## src/rtl/mips_cpu_regfile_write_arbiter_pkg.sv

```systemverilog
// Shared CPU constants for register-file write-back: requester indices,
// default widths and the hard-wired zero register.
package mips_cpu_regfile_write_arbiter_pkg;

    localparam int NREQ     = 3;
    localparam int REQ_ALU  = 0;
    localparam int REQ_LOAD = 1;
    localparam int REQ_LINK = 2;

    localparam int DATA_W   = 32;
    localparam int REG_W    = 5;
    localparam int NREGS    = 32;

    localparam logic [REG_W-1:0] REG_ZERO = '0;

endpackage

```

## src/rtl/mips_cpu_rr_arbiter.sv

```systemverilog
// Round-robin grant: search starts at ptr, wraps at N-1, first valid wins.
module mips_cpu_rr_arbiter #(
    parameter int N     = 3,
    parameter int PTR_W = (N > 1) ? $clog2(N) : 1
) (
    input  logic [N-1:0]     valid,
    input  logic [PTR_W-1:0] ptr,
    output logic [N-1:0]     grant
);

    int   idx;
    logic found;

    always_comb begin
        grant = '0;
        found = 1'b0;
        idx   = 0;
        for (int i = 0; i < N; i++) begin
            idx = (int'(ptr) + i) % N;
            if (!found && valid[idx]) begin
                grant[idx] = 1'b1;
                found      = 1'b1;
            end
        end
    end

endmodule

```

## src/rtl/mips_cpu_regfile_write_arbiter.sv

```systemverilog
// Register-file write-back arbiter: round-robin among ALU/load/link, one
// registered write per cycle, plus a pending-write scoreboard.
module mips_cpu_regfile_write_arbiter #(
    parameter int NREQ   = mips_cpu_regfile_write_arbiter_pkg::NREQ,
    parameter int DATA_W = mips_cpu_regfile_write_arbiter_pkg::DATA_W
) (
    input  logic                   clk,
    input  logic                   reset,
    input  logic [NREQ-1:0]        req_valid,
    input  logic [NREQ*5-1:0]      req_reg,
    input  logic [NREQ*DATA_W-1:0] req_data,
    output logic [NREQ-1:0]        req_ready,
    input  logic                   rsv_valid,
    input  logic [4:0]             rsv_reg,
    output logic                   wr_enable,
    output logic [4:0]             wr_reg,
    output logic [DATA_W-1:0]      wr_data,
    output logic [31:0]            busy
);

    import mips_cpu_regfile_write_arbiter_pkg::*;

    localparam int PTR_W = (NREQ > 1) ? $clog2(NREQ) : 1;

    logic [PTR_W-1:0]  rr_ptr;
    logic [PTR_W-1:0]  ptr_next;
    logic [NREQ-1:0]   grant;
    logic              xfer;
    logic [4:0]        sel_reg;
    logic [DATA_W-1:0] sel_data;
    logic [31:0]       busy_next;

    mips_cpu_rr_arbiter #(.N(NREQ), .PTR_W(PTR_W)) u_rr_arbiter (
        .valid (req_valid),
        .ptr   (rr_ptr),
        .grant (grant)
    );

    // Nothing is granted while reset is high, so no handshake can land in that cycle.
    assign req_ready = reset ? '0 : grant;
    assign xfer      = |req_ready;

    always_comb begin
        sel_reg  = '0;
        sel_data = '0;
        ptr_next = rr_ptr;
        for (int k = 0; k < NREQ; k++) begin
            if (req_ready[k]) begin
                sel_reg  = req_reg[k*5 +: 5];
                sel_data = req_data[k*DATA_W +: DATA_W];
                ptr_next = (k == NREQ - 1) ? '0 : PTR_W'(k + 1);
            end
        end
    end

    // Clear first, then set, so a same-cycle reserve of the written register wins.
    always_comb begin
        busy_next = busy;
        if (xfer && sel_reg != REG_ZERO)
            busy_next[sel_reg] = 1'b0;
        if (rsv_valid && rsv_reg != REG_ZERO)
            busy_next[rsv_reg] = 1'b1;
    end

    always_ff @(posedge clk or posedge reset) begin
        if (reset) begin
            rr_ptr    <= '0;
            wr_enable <= 1'b0;
            wr_reg    <= '0;
            wr_data   <= '0;
            busy      <= '0;
        end else begin
            rr_ptr    <= ptr_next;
            wr_enable <= xfer && (sel_reg != REG_ZERO);
            if (xfer) begin
                wr_reg  <= sel_reg;
                wr_data <= sel_data;
            end
            busy      <= busy_next;
        end
    end

endmodule

```

## config.mk

```make
export PLATFORM = sky130hd
export DESIGN_NAME = mips_cpu_regfile_write_arbiter
export DESIGN_NICKNAME = d
export VERILOG_FILES = /design/src/rtl/mips_cpu_regfile_write_arbiter_pkg.sv /design/src/rtl/mips_cpu_rr_arbiter.sv /design/src/rtl/mips_cpu_regfile_write_arbiter.sv
export SDC_FILE = /design/constraint.sdc
export NUM_CORES = 1
export LEC_CHECK = 0
export CELL_PAD_IN_SITES_DETAIL_PLACEMENT = 1
export CELL_PAD_IN_SITES_GLOBAL_PLACEMENT = 2
export CORE_MARGIN = 2
export CORE_UTILIZATION = 21
export DETAILED_ROUTE_END_ITERATION = 7
export PLACE_DENSITY = 0.83
export SYNTH_ARGS = -nofsm -noshare
export SYNTH_HDL_FRONTEND = slang
export SYNTH_HIERARCHICAL = 1
export SYNTH_SLANG_ARGS = --single-unit
```

## constraint.sdc

```tcl
create_clock -name clk -period 3.09 [get_ports clk]
set_clock_uncertainty 0.05 [all_clocks]
set_input_delay 0.4635 -clock clk [delete_from_list [all_inputs] [get_ports clk]]
set_output_delay 0.4635 -clock clk [all_outputs]
set_load 0.01 [all_outputs]
```

Word level (Yosys, flattened, before mapping). Index checks and enable logic that the tools add are counted.

Add/sub/neg operators: 2. Div/mod/pow operators: 3. Magnitude comparators: 10. Muxes and demuxes: 36. Bitwise operators: 5. Reduce and logical (&&, ||, !) cells: 15.

Operator list (count): two-way mux 32 bit (5); >= comparator 32 x 1 -> 1 bit (second input constant) (3); < comparator 32 x 4 -> 1 bit (second input constant) (3); modulo 32 x 3 -> 32 bit (second input constant) (2); bitwise AND 32 bit (1); modulo 3 x 3 -> 32 bit (second input constant) (1); inverter 32 bit (1); bitwise OR 32 bit (1); two-way mux 5 bit (3); two-way mux 1 bit (13); < comparator 5 x 6 -> 1 bit (second input constant) (2); two-way mux 3 bit (4); demux 1 bit (select 5 bit) (2); >= comparator 5 x 1 -> 1 bit (second input constant) (2); nonzero test 5 bit (2); logical AND 1 bit (9); binary-select mux 1 bit (select 2 bit) (3); demux 1 bit (select 2 bit) (3); two-way mux 2 bit (3); bitwise OR 3 bit (2); adder 2 x 1 -> 3 bit (second input constant) (1); adder 2 x 2 -> 3 bit (second input constant) (1); nonzero test 3 bit (1); OR reduction 3 bit (1); zero test 1 bit (2).

Register bits after elaboration: 72. Input bits: 122. Output and inout port bits: 73.

Logic depth before layout (Yosys ltp). Gate-level depths: netlist of run 1.

Depth after elaboration: 24. Mapped depth: 14.

By module. Netlist of run 1, hierarchy kept.

Modules (own cells, without submodules): mips_cpu_regfile_write_arbiter (times used 1, cells each 483, area an instance 4043.9 um^2, seq. area each 1801.7 um^2); mips_cpu_rr_arbiter (times used 1, cells each 35, area an instance 265.3 um^2, seq. area each 0.0 um^2).

Least setup slack after synthesis of run 1. OpenSTA, ideal clock, no wires.

Kind: input -> register. Start: in reset. End: reg wr_data[17]. Library setup time: 0.136 ns. Arrival: 3.074 ns. Slack: -0.170 ns. Stages: 7. Buffers on the path: 3. Cells stage by stage: buf_2 -> inv_1 -> o21ai_1 -> buf_2 -> buf_2 -> nand2_1 -> o21ai_0.

Cells in the longest elaborated chain, start to end: 4. Elaborated cells between the ends (all ways): 5.

RTL lines: start, declared (RTL line mips_cpu_regfile_write_arbiter.sv:8) `input logic reset,`; two-way mux 3 bit * (RTL line mips_cpu_regfile_write_arbiter.sv:40) `assign req_ready = reset ? '0 : grant;`; two-way mux 32 bit (3 in a row) (RTL line mips_cpu_regfile_write_arbiter.sv:48) `if (req_ready[k]) begin`; end signal, assigned (RTL line mips_cpu_regfile_write_arbiter.sv:77) `wr_data <= sel_data;`; end, declared (RTL line mips_cpu_regfile_write_arbiter.sv:17) `output logic [DATA_W-1:0] wr_data,`.

Mark *: on every way between the ends. The rest lies on a longest branch, timed or not. A chain may end at the register's enable or synchronous reset.

Final worst setup path of run 1.
Start: in req_valid[2]. End: out req_ready[0].

Cells in the longest elaborated chain, start to end: 11. Elaborated cells between the ends (all ways): 21.

RTL lines: start, declared (RTL line mips_cpu_regfile_write_arbiter.sv:9) `input logic [NREQ-1:0] req_valid,`; binary-select mux 1 bit (select 2 bit) (RTL line mips_cpu_rr_arbiter.sv:20) `if (!found && valid[idx]) begin`; two-way mux 1 bit (not written as such) (2 in a row) (RTL line mips_cpu_rr_arbiter.sv:20); two-way mux 1 bit (RTL line mips_cpu_rr_arbiter.sv:20); zero test 1 bit (RTL line mips_cpu_rr_arbiter.sv:20); logical AND 1 bit (RTL line mips_cpu_rr_arbiter.sv:20); two-way mux 1 bit (RTL line mips_cpu_rr_arbiter.sv:20); zero test 1 bit (RTL line mips_cpu_rr_arbiter.sv:20); logical AND 1 bit (RTL line mips_cpu_rr_arbiter.sv:20); two-way mux 3 bit * (RTL line mips_cpu_rr_arbiter.sv:20); net grant[0] (RTL line mips_cpu_regfile_write_arbiter.sv:27) `logic [NREQ-1:0] grant;`; two-way mux 3 bit * (RTL line mips_cpu_regfile_write_arbiter.sv:40); end, declared (RTL line mips_cpu_regfile_write_arbiter.sv:12) `output logic [NREQ-1:0] req_ready,`.

Mark *: on every way through the listed nets, which the timed path passes. The rest lies on a longest branch. The select of a mux whose other input is x is not followed.

==> impl_metrics.py, run 1 <==
metrics = {
    "run_status": {
        "status": "finished clean",
    },
    "sta": {
        "period_needed_ps": 2980,
        "finalSetupViolations": 0,
        "slew_viol_final": 0,
        "post-route-period-util": 0.964,
        "whs_ps": 337,
        "worst-slew-pin-transition_ps": 850,
        "slew-limit-headroom": 0.433,
        "fmax_mhz": 336,
        "finalHoldViolCount": 0,
    },
    "setup_path": {
        "critPathRequiredTime_ps": 2580,
        "crit_path_start_kind": "input port",
        "critPathKind": "input port to output port",
        "cp_slowest_cell": "clkdlybuf4s50_1",
        "cp_top_family": "buffers and inverters",
        "path_cells": "clkdlybuf4s50_1 -> and4bb_2 -> a311o_1 -> a32oi_2 -> o21ai_4 -> inv_1 -> nor2_1 -> clkdlybuf4s15_2",
        "worst-path-buf-inv": 3,
        "cp-end-kind": "output port",
        "cp_max_fo": 7,
        "crit_arrival_ps": 2470,
        "critPathMaxStageDelay_ps": 600,
    },
    "clocking": {
        "max-clock-path-buffers": 2,
        "clock_latency_ps": 330,
        "cts.sinks": 72,
        "cts_hold_repair.buffers": 0,
        "clk_pin_slew_ps": 60,
        "cts_max_level": 3,
        "root_buffer": "clkbuf_16",
        "cts_tree": "built",
        "cts_buffers": 9,
    },
    "finish": {
        "final_nets": 876,
        "syn2layout_area_growth_pct": 73.6,
        "final_cells": 1025,
        "final_core_util": 0.371,
        "insertedDiodeCount": 0,
        "final_cell_area_sq_um": 7480,
        "drive_gt1_frac": 0.172,
        "fill_cells": 2370,
    },
    "yosys": {
        "yosys_warnings": 6,
        "async_flop_share": 1.00,
        "yosysTopAreaCell": "dfrtp_1",
        "synth_ff_type": "dfrtp_1",
        "synth_cell_type_count": 50,
        "synth_edf_count": 0,
        "syn_area_sq_um": 4310,
        "syn_nets": 644,
        "seq_area_frac_synth": 0.418,
        "avgSynthCellArea_sq_um": 8.32,
        "synth_commonest_cells": "nand2_1 (108), dfrtp_1 (72), a21oi_1 (42)",
        "synth_area_leaders": "dfrtp_1 (42%), nand2_1 (9.4%), a221oi_1 (6.3%)",
        "yosysTopAreaCellShare": 0.418,
        "synth_seq_cells": 72,
        "synth_most_common_cell": "nand2_1",
        "netlist_instances": 518,
    },
    "place": {
        "place_hpwl_um": 13800,
        "portBuffers": 194,
        "placed_cells": 994,
        "postPlaceCellArea_sq_um": 6870,
        "gp_congestion": 0.840,
    },
    "floorplanning": {
        "start_util": 0.214,
        "die_w_um": 147,
        "dieHeight_um": 147,
        "core_sq_um": 20200,
        "io_pins": 195,
        "rows": 52,
        "die_area_sq_um": 21700,
    },
    "job": {
        "max_cap_viol_count": 0,
    },
    "detailed_routing": {
        "avgRoutedWirePerCell_um": 17.9,
        "drt_first_pass_iters": 4,
        "num_vias": 4753,
        "route.final.wire_length_um": 18400,
        "postRouteAntennaNets": 0,
        "drtIter0Drc": 179,
        "vias_per_cell": 4.64,
        "drc_errors": 0,
    },
    "grt": {
        "antenna_found_initial": 1,
        "grt.overflow.total": 0,
        "grt_first_pass_wirelength_um": 28500,
        "grt_pass1_vias": 5113,
        "grt_max_degree": 62,
        "grtUsageTotal": 0.168,
    },
    "power": {
        "peakVddDrop_mv": 0.390,
        "power_density_nw_per_um2": 1110,
        "p_leak_nw": 3.11,
    },
    "min_path": {
        "hold_class": "register to register",
    },
}
-- report_power, final --
| part | internal (mW) | switching [mW] | total, mW | leakage [nW] |
|---|---|---|---|---|
| Clock | 0.729 | 0.411 | 1.14 | 0.154 |
| Combinational | 2.76 | 2.68 | 5.44 | 2.09 |
| Sequential | 1.42 | 0.286 | 1.71 | 0.875 |
| Total | 4.91 | 3.38 | 8.29 | 3.11 |
-- cells in the final DEF (no fill, tap or decap), types with 6 or more instances in the layout --
master | netlist | final
nand2_1 | 108 | 108
a21oi_1 | 42 | 41
a221oi_1 | 31 | 31
nor2b_1 | 37 | 33
nand3b_1 | 6 | 6
inv_1 | 10 | 7
o21ai_2 | 0 | 6
clkbuf_16 | 0 | 10
clkdlybuf4s50_1 | 0 | 190
dfrtp_1 | 72 | 72
nor2_1 | 36 | 36
o21ai_0 | 36 | 31
buf_4 | 5 | 56
o21ai_1 | 36 | 33
-- routing by layer --
metal,share of wire,vias up,global-route usage,routed length [um]
met1,0.45,2350,0.215,8250
met5,0.00087,-,0,16
met3,0.038,23,0.0311,691
met4,0.020,2,0.0572,374
met2,0.49,94,0.286,9040
li1,-,2284,-,-
-- cell families after synthesis --
| logic type | synth area share |
|---|---|
| AO/OA/AOI/OAI | 0.255 |
| adder cells (fa/ha/maj) | 0.0116 |
| buffers and inverters | 0.0549 |
| flip-flops | 0.418 |
| multiplexers | 0.00929 |
| AND/OR/NAND/NOR | 0.251 |
-- metrics by stage --
| step | worst slack, ps | TNS [ps] | total power [mW] |
|---|---|---|---|
| floorplan | 222 | 0 | 4.16 |
| global placement | -222 | -6150 | 6.61 |
| detailed placement | -293 | -9640 | 6.68 |
| CTS | 19.2 | 0 | 8.03 |
| global route | -26.7 | -132 | 8.92 |
| finish | 110 | 0 | 8.29 |
-- path summary, 6_finish.rpt --
| kind | startpoint | to | slack, ps | cells after the start |
|---|---|---|---|---|
| worst max-delay path | req_valid[2] | req_ready[0] | 110 | 8 |
| worst min-delay path | busy[0]$_DFF_PP0_ | busy[0]$_DFF_PP0_ | 340 | 0 |
| worst max register to register | rr_ptr[1]$_DFFE_PP0P_ | busy[23]$_DFF_PP0_ | 150 | 13 |
| worst min register to register | busy[0]$_DFF_PP0_ | busy[0]$_DFF_PP0_ | 340 | 0 |
| max in group asynchronous | reset | busy[30]$_DFF_PP0_ | 1480 | 3 |
| min in group asynchronous | reset | wr_reg[3]$_DFFE_PP0P_ | 360 | 2 |
-- final cells by class --
cell class	instances	area, sq um	share of cell area
tap	270	338	0.0452
clock buffer	13	250	0.0335
timing repair buffer	260	2510	0.336
sequential	72	1800	0.241
inverter	10	41.3	0.00552
multi-input combinational	397	2470	0.331
clock inverter	3	65.1	0.00870
-- timing repair --
item / 4_1_cts / 5_1_grt
pin swaps: 5 / 13
buffers inserted: 4 / 11
setup endpoints to repair: 39 / 60
cloned: 0 / 1
gates resized for setup: 19 / 33
Note: power is estimated with default switching activity, not from simulation.
==> run 2, diff against run 1 <==
--- a/config.mk
+++ b/config.mk
@@ -10,4 +10,5 @@
 export CORE_MARGIN = 2
 export CORE_UTILIZATION = 21
+export CTS_CLUSTER_DIAMETER = 30
 export DETAILED_ROUTE_END_ITERATION = 7
 export PLACE_DENSITY = 0.83
==> constraint.sdc (replaced) <==
create_clock -name clk -period 3.09 [get_ports clk]
set_clock_uncertainty 0.05 [all_clocks]
set_input_delay 0.7725 -clock clk [delete_from_list [all_inputs] [get_ports clk]]
set_output_delay 0.7725 -clock clk [all_outputs]
set_load 0.01 [all_outputs]
==> run 2 against run 1 <==
Compared with the run above: the flow now finishes with violations (negative setup slack); sequential power is essentially flat; utilization is 1.1 points higher; clock-buffer cell count fell by 2; flip-flop and latch count did not move; sequential share of layout area decreased by 0.67 points; critical endpoint unchanged.
==> impl_metrics.py, run 2 (synthesis gave the netlist of run 1 again) <==
metrics = {
    "min_path": {
        "worstHoldStart": "busy[0]$_DFF_PP0_",
        "hold_class": "register to register",
        "worstHoldEndpoint": "busy[0]$_DFF_PP0_",
        "hold_depth": 0,
    },
    "clocking": {
        "clock_latency_ps": 330,
        "cts_buffers": 9,
        "cts_max_level": 3,
        "cts_tree": "built",
        "cts.sinks": 72,
        "max-clock-path-buffers": 2,
        "clk_pin_slew_ps": 60,
        "root_buffer": "clkbuf_16",
    },
    "sta": {
        "setup_tns_ps": -732,
        "rsz0062_at_grt": "yes",
        "fmax_mhz": 309,
        "finalSetupViolations": 14,
        "period_needed_ps": 3240,
        "post-route-period-util": 1.05,
        "worst-slew-pin-transition_ps": 614,
        "slew_viol_final": 0,
        "finalHoldViolCount": 0,
        "slew-limit-headroom": 0.589,
        "fin_ws_ps": -146,
    },
    "grt": {
        "grt_max_degree": 74,
        "grt_pass1_vias": 5198,
        "grt.overflow.total": 0,
        "antenna_found_initial": 0,
        "grt_first_pass_wirelength_um": 29600,
        "grtUsageTotal": 0.175,
    },
    "floorplanning": {
        "die_area_sq_um": 21700,
        "io_pins": 195,
        "die_w_um": 147,
        "core_sq_um": 20200,
        "dieHeight_um": 147,
        "rows": 52,
        "start_util": 0.214,
    },
    "setup_path": {
        "crit_path_start_kind": "register",
        "regToRegEndpoint": "rr_ptr[1]$_DFFE_PP0P_",
        "r2r_setup_slack_ps": -120,
        "critPathLaunch": "rr_ptr[1]$_DFFE_PP0P_",
        "cp_max_fo": 4,
        "reg2reg_depth": 21,
        "critPathRequiredTime_ps": 2270,
        "cp-end-kind": "output port",
        "critPathKind": "register to output port",
        "timing.rr.start": "rr_ptr[0]$_DFFE_PP0P_",
        "crit_arrival_ps": 2410,
    },
    "finish": {
        "final_cell_area_sq_um": 7700,
        "seq_area_sq_um": 1800,
        "fill_cells": 2348,
        "multi_input_area_sq_um": 2540,
        "final_nets": 888,
        "drive_gt1_frac": 0.203,
        "final_cells": 1037,
        "syn2layout_area_growth_pct": 78.7,
        "mostFrequentLayoutCells": "clkdlybuf4s50_1 (187), nand2_1 (108), dfrtp_1 (71), buf_4 (63), a21oi_1 (39)",
        "insertedDiodeCount": 0,
        "final_core_util": 0.382,
        "final_common_cell": "clkdlybuf4s50_1",
    },
    "detailed_routing": {
        "drc_errors": 0,
        "drt_first_pass_iters": 7,
        "num_vias": 4847,
        "vias_per_cell": 4.67,
        "drtIter0Drc": 188,
        "route.final.wire_length_um": 19600,
        "avgRoutedWirePerCell_um": 18.9,
        "postRouteAntennaNets": 0,
    },
    "place": {
        "place_hpwl_um": 13700,
        "placed_cells": 995,
        "postPlaceCellArea_sq_um": 6850,
        "gp_congestion": 0.819,
        "portBuffers": 194,
    },
    "power": {
        "power_density_nw_per_um2": 1140,
        "switchingPower_mw": 3.61,
        "peakVddDrop_mv": 0.420,
        "p_comb_frac": 0.674,
        "p_int_mw": 5.16,
        "switching_share": 0.411,
        "power_frac_seq": 0.195,
        "clkPwrFrac": 0.131,
        "p_leak_nw": 3.19,
    },
    "run_status": {
        "status": "complete, but fails checks",
        "violations": "negative setup slack",
    },
    "job": {
        "max_cap_viol_count": 0,
    },
}
-- run 2: worst max path at each step --
| stage | slack [ps] | endpoint | depth (start not counted) |
|---|---|---|---|
| finish | -150 | req_ready[0] | 10 |
| global placement | -610 | req_ready[2] | 7 |
| detailed placement | -630 | req_ready[2] | 7 |
| floorplan | 80 | req_ready[2] | 11 |
| CTS | -20 | rr_ptr[1]$_DFFE_PP0P_ | 20 |
| global route | -220 | rr_ptr[1]$_DFFE_PP0P_ | 21 |
-- run 2: what timing repair did --
| item | CTS | global route |
|---|---|---|
| cloned | 0 | 2 |
| setup buffers | 13 | 12 |
| pin swaps | 4 | 19 |
| gates resized for setup | 35 | 51 |
| setup endpoints to repair | 72 | 49 |
| hold buffers | 0 | 0 |
-- run 2: critical path: stages, from the launching register on --
cell and delay (ps):
dfrtp_2 450, ha_4 180, buf_6 120, mux2i_4 180, buf_6 130, a311o_1 350
a32oi_2 280, o21ai_4 110, inv_2 100, nor2_4 50, buf_6 120
-- run 2: cell type report --
type                            instances  area share
Timing Repair Buffer                  272       0.345
Multi-Input combinational cell        397       0.330
Sequential cell                        72       0.234
Tap cell                              270      0.0439
Clock buffer                           11      0.0315
Clock inverter                          5      0.0104
Inverter                               10     0.00536
-- run 2: power by group through the flow --
stage | logic [mW] | registers (mW) | clock network (mW)
detailed placement | 4.86 | 1.71 | 0
global route | 6.40 | 1.77 | 1.23
global placement | 4.79 | 1.71 | 0
floorplan | 2.30 | 1.87 | 0
CTS | 5.20 | 1.71 | 1.18
finish | 5.91 | 1.71 | 1.15
-- run 2: metal layers --
| layer | GRT usage | wire (um) |
|---|---|---|
| met3 | 0.0348 | 796 |
| met1 | 0.222 | 8520 |
| met2 | 0.300 | 9790 |
| met5 | 0 | 0 |
| met4 | 0.0577 | 486 |
-- run 2: per-stage QoR --
stage / power [mW] / hold WS (ps) / setup WS (ps)
4_1_cts: 8.09 / 331 / -24.9
5_1_grt: 9.40 / 357 / -225
3_5_place_dp: 6.57 / 317 / -631
6_report: 8.77 / 325 / -146
2_1_floorplan: 4.17 / 444 / 84.4
3_3_place_gp: 6.50 / 316 / -609
